### src/rtl/pagerank_pkg.sv
// Shared types for the pagerank iteration scheduler: FSM state encoding,
// default datapath widths, the node record and a saturating counter helper.
package pagerank_pkg;

    localparam int DEF_ID_W  = 32;
    localparam int DEF_VAL_W = 64;

    typedef enum logic [2:0] {
        IDLE    = 3'd0,
        LAUNCH  = 3'd1,
        SCATTER = 3'd2,
        DRAIN   = 3'd3,
        NEXT    = 3'd4,
        DONE    = 3'd5
    } sched_state_t;

    typedef struct packed {
        logic [DEF_ID_W-1:0]  id;
        logic [DEF_VAL_W-1:0] value;
    } node_t;

    // Increment that sticks at all-ones instead of wrapping.
    function automatic logic [31:0] sat_inc(input logic [31:0] v);
        return (v == 32'hFFFF_FFFF) ? v : v + 32'd1;
    endfunction

endpackage

### src/rtl/pr_rr_arbiter.sv
// Round-robin arbiter: grants the first requester at or after the pointer,
// wrapping modulo N. The pointer moves past the winner only on advance,
// so an unaccepted grant is offered again to the same requester.
module pr_rr_arbiter #(
    parameter int N = 4,
    localparam int IDX_W = (N > 1) ? $clog2(N) : 1
) (
    input  logic             clock,
    input  logic             reset,
    input  logic [N-1:0]     req,
    input  logic             advance,
    output logic [N-1:0]     grant,
    output logic [IDX_W-1:0] grant_idx
);

    logic [IDX_W-1:0] ptr;

    // Rotating priority search starting at the pointer.
    always_comb begin
        logic found;
        grant     = '0;
        grant_idx = ptr;
        found     = 1'b0;
        for (int k = 0; k < N; k++) begin
            automatic int idx = (int'(ptr) + k) % N;
            if (!found && req[idx]) begin
                found      = 1'b1;
                grant[idx] = 1'b1;
                grant_idx  = IDX_W'(idx);
            end
        end
    end

    // Pointer moves to the slot after the unit that just transferred.
    always_ff @(posedge clock or posedge reset) begin
        if (reset)
            ptr <= '0;
        else if (advance) begin
            if (int'(grant_idx) == N - 1)
                ptr <= '0;
            else
                ptr <= grant_idx + 1'b1;
        end
    end

endmodule

### src/rtl/pagerank_iter_sched.sv
// Pagerank iteration scheduler and scatter->gather output arbiter.
// Runs up to cfg_max_iter iterations: launch all scatter units, merge their
// streams round-robin into a one-entry output register, wait for every unit
// to report done and for gather to go idle, then repeat.
// Optional build macro PR_SCHED_STATS_EN adds per-iteration transfer and
// stall counters; without it stat_xfers/stat_stalls read 0.
module pagerank_iter_sched #(
    parameter int NUM_SCATTER = 4,
    parameter int ID_W        = pagerank_pkg::DEF_ID_W,
    parameter int VAL_W       = pagerank_pkg::DEF_VAL_W,
    parameter int ITER_W      = 8
) (
    input  logic                                  clock,
    input  logic                                  reset,
    input  logic                                  start,
    input  logic                                  abort,
    input  logic [ITER_W-1:0]                     cfg_max_iter,
    output logic [NUM_SCATTER-1:0]                sc_enable,
    output logic [NUM_SCATTER-1:0]                sc_next_iter,
    input  logic [NUM_SCATTER-1:0]                sc_valid,
    input  logic [NUM_SCATTER-1:0][ID_W-1:0]      sc_node_id,
    input  logic [NUM_SCATTER-1:0][VAL_W-1:0]     sc_value,
    output logic [NUM_SCATTER-1:0]                sc_ready,
    input  logic [NUM_SCATTER-1:0]                sc_done,
    output logic                                  g_valid,
    input  logic                                  g_ready,
    output logic [ID_W-1:0]                       g_node_id,
    output logic [VAL_W-1:0]                      g_value,
    input  logic                                  gather_idle,
    output logic                                  busy,
    output logic                                  run_done,
    output logic [ITER_W-1:0]                     iter_count,
    output logic [31:0]                           stat_xfers,
    output logic [31:0]                           stat_stalls
);
    import pagerank_pkg::*;

    localparam int IDX_W = (NUM_SCATTER > 1) ? $clog2(NUM_SCATTER) : 1;

    sched_state_t           state, state_nxt;
    logic [NUM_SCATTER-1:0] done_mask;
    logic [ITER_W-1:0]      max_iter;
    logic [ITER_W-1:0]      iter_inc;
    logic [NUM_SCATTER-1:0] arb_req, grant;
    logic [IDX_W-1:0]       grant_idx;
    logic                   in_run, start_ok, out_free, xfer, abort_hit;

    assign in_run    = (state == LAUNCH) || (state == SCATTER) ||
                       (state == DRAIN)  || (state == NEXT);
    assign start_ok  = start && !abort && ((state == IDLE) || (state == DONE));
    assign abort_hit = abort && in_run;
    assign iter_inc  = iter_count + 1'b1;

    // Only arbitrate while scattering; the register can take a new entry
    // when empty or when its current entry leaves this cycle.
    assign arb_req   = (state == SCATTER) ? sc_valid : '0;
    assign out_free  = !g_valid || g_ready;
    assign sc_ready  = grant & {NUM_SCATTER{out_free}};
    assign xfer      = |(sc_valid & sc_ready);

    pr_rr_arbiter #(.N(NUM_SCATTER)) u_arb (
        .clock     (clock),
        .reset     (reset),
        .req       (arb_req),
        .advance   (xfer),
        .grant     (grant),
        .grant_idx (grant_idx)
    );

    // FSM next state and state-decoded outputs; abort overrides everything.
    always_comb begin
        state_nxt    = state;
        sc_enable    = in_run ? '1 : '0;
        sc_next_iter = (state == LAUNCH) ? '1 : '0;
        busy         = in_run;
        run_done     = (state == DONE);
        case (state)
            IDLE, DONE: if (start_ok) state_nxt = LAUNCH;
            LAUNCH:     state_nxt = SCATTER;
            // Done alone is not enough: a unit may flag done early while
            // still holding data, and the output register must be empty.
            SCATTER:    if ((&done_mask) && !(|sc_valid) && !g_valid)
                            state_nxt = DRAIN;
            DRAIN:      if (gather_idle) state_nxt = NEXT;
            NEXT:       state_nxt = (iter_inc == max_iter) ? DONE : LAUNCH;
            default:    state_nxt = IDLE;
        endcase
        if (abort_hit)
            state_nxt = DONE;
    end

    // State register, run configuration, done tracking and iteration count.
    always_ff @(posedge clock or posedge reset) begin
        if (reset) begin
            state      <= IDLE;
            done_mask  <= '0;
            max_iter   <= '0;
            iter_count <= '0;
        end else begin
            state <= state_nxt;
            if (start_ok) begin
                max_iter   <= (cfg_max_iter == '0) ? ITER_W'(1) : cfg_max_iter;
                iter_count <= '0;
            end
            if (state == LAUNCH)
                done_mask <= '0;
            else if (state == SCATTER)
                done_mask <= done_mask | sc_done;
            if (state == NEXT && !abort)
                iter_count <= iter_inc;
        end
    end

    // One-entry output register toward gather; abort flushes it.
    always_ff @(posedge clock or posedge reset) begin
        if (reset) begin
            g_valid   <= 1'b0;
            g_node_id <= '0;
            g_value   <= '0;
        end else if (abort_hit) begin
            g_valid <= 1'b0;
        end else if (xfer) begin
            g_valid   <= 1'b1;
            g_node_id <= sc_node_id[grant_idx];
            g_value   <= sc_value[grant_idx];
        end else if (g_ready) begin
            g_valid <= 1'b0;
        end
    end

`ifdef PR_SCHED_STATS_EN
    logic [31:0] xfer_cnt, stall_cnt;

    // Per-iteration counters: cleared at launch, published at iteration end.
    always_ff @(posedge clock or posedge reset) begin
        if (reset) begin
            xfer_cnt    <= '0;
            stall_cnt   <= '0;
            stat_xfers  <= '0;
            stat_stalls <= '0;
        end else begin
            if (state == LAUNCH) begin
                xfer_cnt  <= '0;
                stall_cnt <= '0;
            end else if (state == SCATTER) begin
                if (xfer)
                    xfer_cnt <= sat_inc(xfer_cnt);
                if (g_valid && !g_ready)
                    stall_cnt <= sat_inc(stall_cnt);
            end
            if (state == NEXT) begin
                stat_xfers  <= xfer_cnt;
                stat_stalls <= stall_cnt;
            end
        end
    end
`else
    assign stat_xfers  = '0;
    assign stat_stalls = '0;
`endif

endmodule

### config.mk
export PLATFORM = sky130hd
export DESIGN_NAME = pagerank_iter_sched
export DESIGN_NICKNAME = d
export VERILOG_FILES = /design/src/rtl/pagerank_pkg.sv /design/src/rtl/pr_rr_arbiter.sv /design/src/rtl/pagerank_iter_sched.sv
export SDC_FILE = /design/constraint.sdc
export NUM_CORES = 1
export LEC_CHECK = 0
export CAP_MARGIN = 10
export CORE_AREA = 4 4 230 232
export CTS_CLUSTER_DIAMETER = 60
export DETAILED_ROUTE_END_ITERATION = 10
export DIE_AREA = 0 0 234 236
export HOLD_SLACK_MARGIN = 0.05
export SETUP_SLACK_MARGIN = 0.05
export SLEW_MARGIN = 10
export SYNTH_ARGS = -nofsm -noshare
export SYNTH_HDL_FRONTEND = slang
export SYNTH_SLANG_ARGS = --single-unit
### constraint.sdc
create_clock -name clock -period 5.1 [get_ports clock]
set_clock_uncertainty 0.05 [all_clocks]
set_input_delay 1.53 -clock clock [delete_from_list [all_inputs] [get_ports clock]]
set_output_delay 1.53 -clock clock [all_outputs]
set_load 0.01 [all_outputs]
==> results_dict.tcl, run 1 <==
set metrics [dict create \
    status "finished, final reports clean" \
    worst_setup_path_end_kind "output port" \
    startpoint_type "input pin" \
    gp_congestion 0.8637 \
    cts_buffer_depth 2 \
    drv_slew 0 \
    die_area_um2 55220 \
    grtUsageTotal_pct 12.73 \
    die_w_um 234 \
    ys_seq_area_share_pct 36.25 \
    cts_tree "built" \
    clock.fmax_mhz 199.5 \
    clock-sinks 122 \
    drc 0 \
    synth.avg_cell_area_um2 13.76 \
    wirelength_um 36820 \
    start_util_pct 16.52 \
    drive_gt1_share_pct 20.54 \
    ys_warn_count 0 \
    holdWs_ps 432.7 \
    syn_to_final_growth_pct 77.64 \
    worstPathMaxFanout 8 \
    grt_max_degree 69 \
    nets 1541 \
    peakVddDrop_mv 0.1899 \
    root_buffer "clkbuf_16" \
    vias 7321 \
    viasPerCell 4.012 \
    cts_buffers 17 \
    grt_pass1_vias 7904 \
    synth-edff-count 0 \
    relSlewSlack_pct 52.70 \
    place.port_buffers 524 \
    cts.clk_slew.worst_paths_ps 50 \
    drt-pass1-iter-count 6 \
    finalCritPeriodShare_pct 98.27 \
    ant_nets 0 \
    core.rowCount 83 \
    tightest_slew_ps 709.5 \
    overflow 0 \
    cellLeakagePower_nw 5.859 \
    synth-seq-cells 122 \
    finalPower_mw 6.899 \
    syn_inst 612 \
    setup_tns_ps 0 \
    arrival_ps 3430 \
    grt_pass1_wl_um 51350 \
    critPathRequiredTime_ps 3520 \
    ys.flop_type "dfrtp_1" \
    htreeDepth 4 \
    antenna_found_initial 14 \
    async_flop_share_pct 100.0 \
    drv_cap 0 \
    finalCriticalPeriod_ps 5012 \
    p_per_area_nw_per_um2 461.1 \
    pin_count 589 \
    hold_path_class "flop to flop" \
    grt_setup_unrepaired "yes" \
    crit_type "input pin to output port" \
    core-area_um2 50990 \
    insertion_delay_ps 450 \
    synth_cell_types 52 \
    die_y_um 236 \
    final-setup-viol-count 0 \
    cts_setup_buffers 0 \
    hold_viol 0 \
    drtIter0Drc 261 \
    netlist_area_um2 8422 \
    dp_hpwl_um 31070 \
    routedWlPerCell_um 20.18 \
]
## flip-flops by register name, indices dropped and copies added (netlist names)
register / cells
g_value: 64
g_node_id: 32
iter_count: 8
max_iter: 8
done_mask: 4
state: 3
u_arb.ptr: 2
g_valid: 1
## placed cells by master, fill, tap and decap left out, drive strengths merged, types with 3 or more instances in the layout
master / count
clkdlybuf4s50: 516
dfrtp: 122
mux2: 106
mux4: 99
conb: 64
buf: 24
o21ai: 22
clkbuf: 20
nand2: 15
nand3: 12
a21oi: 10
xnor2: 10
inv: 10
nor2b: 9
ha: 9
nor2: 7
diode: 6
a32oi: 6
clkinv: 6
mux2i: 5
and2: 5
and3: 5
dlygate4sd2: 5
o211ai: 4
xor2: 4
nand3b: 3
nor3: 3
o31ai: 3
bufinv: 3
o221ai: 3
nor3b: 3
a211oi: 3
## layout make-up
cell class	count	area, um^2
flip-flops and latches	122	3053
clock inverters	13	167.7
fillers	5194	36030
clock buffers	19	452.9
multi-input cells	429	4845
well taps	680	850.8
diodes	6	15.01
inverters	8	35.03
repair buffers	548	5542
## cells by family (layout without fill, tap and decap cells)
kind of cell,count (synthesis),in the layout,share of synthesized area [%]
AO/OA/AOI/OAI,60,60,4.947
multiplexers,210,210,41.24
adder cells (fa/ha/maj),9,9,1.337
other,1,70,0.04453
AND/OR/NAND/NOR,72,72,4.828
flip-flops,122,122,36.25
XOR/XNOR,14,14,1.545
buffers and inverters,124,588,9.805
## worst max-delay path: stages
cell           delay, ps
dlygate4sd2_1        330
or3b_1               400
a211oi_2             300
buf_4                180
o211ai_1             100
o211ai_1             140
and2_1               160
dlygate4sd2_1        270
## power by group
group          total [mW]  internal (mW)  leakage, nW  switching [mW]
Combinational        3.90           2.34         4.01            1.57
Sequential           1.71           1.41         1.55           0.292
Clock                1.29          0.796        0.300           0.494
## synthesized netlist by cell type (all sizes together) (2+ instances only)
cell type | count | share of area, %
nor2 | 7 | 0.31
clkbuf | 13 | 0.62
xnor2 | 10 | 1.1
nor4 | 2 | 0.15
a211oi | 3 | 0.48
mux2i | 5 | 0.59
dfrtp | 122 | 36
buf | 103 | 8.8
nor2b | 9 | 0.67
mux2 | 106 | 14
nand2b | 2 | 0.15
inv | 8 | 0.36
mux4 | 99 | 26
nand3 | 12 | 0.71
or3b | 2 | 0.21
xor2 | 4 | 0.42
o211ai | 4 | 0.36
ha | 9 | 1.3
o31ai | 3 | 0.27
o22ai | 2 | 0.15
o221ai | 3 | 0.31
a21oi | 10 | 0.59
nand2 | 15 | 0.67
a32oi | 6 | 0.71
nor3b | 3 | 0.33
and3 | 5 | 0.37
nor3 | 3 | 0.18
nand3b | 3 | 0.27
o21ai | 22 | 1.3
and2 | 5 | 0.37
a22o | 2 | 0.21
## per-stage QoR
| step | instances | setup WS [ps] | utilization [%] | cell area, um^2 |
|---|---|---|---|---|
| floorplan | 675 | 277.5 | - | 8658 |
| global placement | 1787 | -335.4 | 28.03 | 14290 |
| detailed placement | 1787 | -438.7 | 28.03 | 14290 |
| CTS | 1819 | -101.9 | 29.29 | 14930 |
| global route | 1823 | 16.71 | 29.33 | 14960 |
| finish | 1825 | 88.43 | 29.34 | 14960 |
## per-layer routing
layer / wire (um) / vias to the layer above / global-route usage [%]
li1: - / 3272 / -
met3: 4310 / 47 / 5.543
met4: 879 / 6 / 5.293
met2: 18800 / 421 / 22.14
met5: 37 / - / 0
met1: 12790 / 3575 / 13.36
## repair_timing
item	4_1_cts	5_1_grt
endpoints found under the setup margin	4	2
pin swaps	2	3
hold buffers	0	0
gates cloned	0	0
gates resized for setup	11	6
## path summary, 6_finish.rpt
kind	startpoint	to	slack, ps	cells after the start
max	sc_valid[2]	sc_ready[2]	90	8
min	g_node_id[25]	g_node_id[25]	430	1
max reg2reg	u_arb.ptr[1]	g_value[18]	1230	9
min reg2reg	g_node_id[25]	g_node_id[25]	430	1
max in group asynchronous	reset	g_value[26]	2710	3
min in group asynchronous	reset	g_value[4]	1490	2
(Power assumes the default switching activity.)
==> inputs of run 2 (changes only) <==
- CORE_AREA: 4 4 230 232 -> 4 4 226 228
- DIE_AREA: 0 0 234 236 -> 0 0 230 232
- SYNTH_HIERARCHICAL: unset -> 1
==> run 2 against run 1 <==
Compared with the run above: final cell count is 0.44% higher; sequential power rose by 5%; clock power about the same; largest power group unchanged; combinational power up 49%; area after synthesis grew 2.4%; fmax grew 0.12%; largest cell class unchanged; power up 28%; die area fell by 3.4%.
==> results_dict.tcl, run 2 <==
set metrics [dict create \
    status "finished, final reports clean" \
    holdWs_ps 450.2 \
    p_per_area_nw_per_um2 574.4 \
    synth_simple_gate_area_share_pct 5.062 \
    ys.flop_type "dfrtp_1" \
    finalCriticalPeriod_ps 5005 \
    drtIter0Drc 295 \
    worstPathMaxFanout 7 \
    syn_inst 605 \
    setup_tns_ps 0 \
    grt_max_degree 62 \
    drive_gt1_share_pct 27.38 \
    netlist_area_um2 8626 \
    dp_hpwl_um 30330 \
    synth-seq-cells 122 \
    overflow 0 \
    arrival_ps 5300 \
    synth_cell_types 59 \
    drv_cap 0 \
    relSlewSlack_pct 60.63 \
    viasPerCell 4.013 \
    final-setup-viol-count 0 \
    insertion_delay_ps 460 \
    slowest_stage "mux4_2" \
    reg_top3 "g_value: 64 flops, g_node_id: 32 flops" \
    gp_congestion 0.8642 \
    antenna_found_initial 9 \
    grt_setup_unrepaired "yes" \
    yosysTopAreaCellShare_pct 35.39 \
    synth_compound_area_share_pct 4.917 \
    fin_ws_ps 94.67 \
    ys_top_cells_by_area "dfrtp_1, mux4_2, mux2_2" \
    hold_viol 0 \
    final_common_cell "clkdlybuf4s50_1" \
    async_flop_share_pct 100.0 \
    critical_path.max_stage_delay_ps 510 \
    synth_adder_area_share_pct 0.8703 \
    startpoint_type "input pin" \
    ys_warn_count 6 \
    core-area_um2 48850 \
    vias 7355 \
    cellLeakagePower_nw 6.136 \
    routedWlPerCell_um 20.69 \
    yosys-top-cells-count "dfrtp_1, mux4_2, buf_4" \
    grt_pass1_wl_um 53110 \
    grtUsageTotal_pct 13.58 \
    fill_cells 4948 \
    htreeDepth 4 \
    placed_cell_area_um2 14470 \
    cts.clk_slew.worst_paths_ps 50 \
    ys_seq_area_share_pct 35.39 \
    hold_path_class "flop to flop" \
    die_w_um 230 \
    r2r_slack_ps 450 \
    drc 0 \
    drv_slew 0 \
    drt-pass1-iter-count 4 \
    largest_reg_flops 64 \
    peakVddDrop_mv 0.2864 \
    synth_top_family_by_area "multiplexers" \
    root_buffer "clkbuf_16" \
    top_register "g_value" \
    core.rowCount 81 \
    tightest_slew_ps 590.5 \
    cts_tree "built" \
    clock.fmax_mhz 199.8 \
    crit_type "input pin to flop" \
    pin_count 589 \
    clock-sinks 122 \
    die_y_um 232 \
    die_area_um2 53360 \
    synth_most_common_cell "dfrtp_1" \
    start_util_pct 17.66 \
    dp_worst_setup_slack_ps -471.6 \
    place.port_buffers 524 \
    nets 1567 \
    yosysTopAreaCell "dfrtp_1" \
    multi_input_area_um2 5021 \
    grt_pass1_vias 8153 \
    finalCritPeriodShare_pct 98.14 \
    cp_cell_sequence "buf_2, and2_4, buf_6, mux4_2, nand2b_4, nor3_4, buf_4, a22oi_2, o21ai_2, buf_4, buf_4, buf_4, buf_4, buf_4, buf_4, buf_4, buf_4, buf_4, a22oi_2, a21boi_4, nand2_8, clkbuf_16, mux2_2" \
    worst_setup_path_end_kind "flop" \
    final_area_um2 15390 \
    critPathRequiredTime_ps 5390 \
    synth-edff-count 0 \
    syn_to_final_growth_pct 78.47 \
    cts_buffers 17 \
    synth_xor_area_share_pct 1.407 \
    seq_area_um2 3053 \
    ant_nets 0 \
    layout_common_cells "clkdlybuf4s50_1, dfrtp_1, mux4_2" \
    cts_buffer_depth 2 \
    synth.mux.area_fraction_pct 42.15 \
    crit_top_cell "buf_4" \
    synth.avg_cell_area_um2 14.26 \
    wirelength_um 37930 \
]
==> run 2: per-stage QoR <==
step / total power, mW / utilization, % / std cells
finish: 8.842 / 31.51 / 1833
global route: 9.422 / 31.50 / 1831
CTS: 8.932 / 31.29 / 1825
detailed placement: 7.402 / 29.63 / 1778
global placement: 7.346 / 29.63 / 1778
floorplan: 5.325 / - / 668
==> run 2: per-layer routing <==
metal / GRT usage [%] / wire length [um] / vias up
met2: 23.67 / 19700 / 297
met3: 5.189 / 2605 / 32
met5: 0 / 0 / -
met4: 3.667 / 590 / 0
li1: - / - / 3322
met1: 15.66 / 15030 / 3704
==> run 2: cell families after synthesis <==
logic type,count (synthesis)
buf+inv,121
other cells,1
fa+ha+maj,6
compound gates,60
xor+xnor,13
mux,209
flops,122
simple gates,73
==> run 2: cell type report <==
type                    count  share of cell area (%)
clock inverters             9                  0.7965
diodes                      4                 0.06502
clock buffers              20                   3.032
well taps                 664                   5.397
flip-flops and latches    122                   19.83
inverters                   8                  0.2276
multi-input cells         427                   32.62
repair buffers            579                   38.04
==> run 2: power breakdown <==
group,switching [mW],leakage [nW],internal (mW)
logic,2.31,4.37,3.49
registers,0.327,1.47,1.46
clock network,0.466,0.293,0.791
total,3.10,6.14,5.74
==> run 2: path summary, 6_finish.rpt <==
kind                                  to  cells past startpoint         from
max reg2reg                g_node_id[24]                     23     state[0]
max                        g_node_id[24]                     23  sc_valid[0]
min in group asynchronous      async pin                      2        reset
max in group asynchronous    g_value[24]                      3        reset
min                          g_value[54]                      1  g_value[54]
min reg2reg                  g_value[54]                      1  g_value[54]
==> run 2: repair_timing <==
action / CTS / global route
setup endpoints to repair: 4 / 100
hold buffers: 0 / 0
resized for setup: 33 / 22
setup buffers: 16 / 1
gates cloned: 2 / 5
pin swaps: 4 / 5
==> run 2: critical path: cells and delay by family <==
kind	cells	cell delay, ps
buffers and inverters	13	1680
AO/OA/AOI/OAI	4	700
AND/OR/NAND/NOR	4	500
multiplexers	2	840
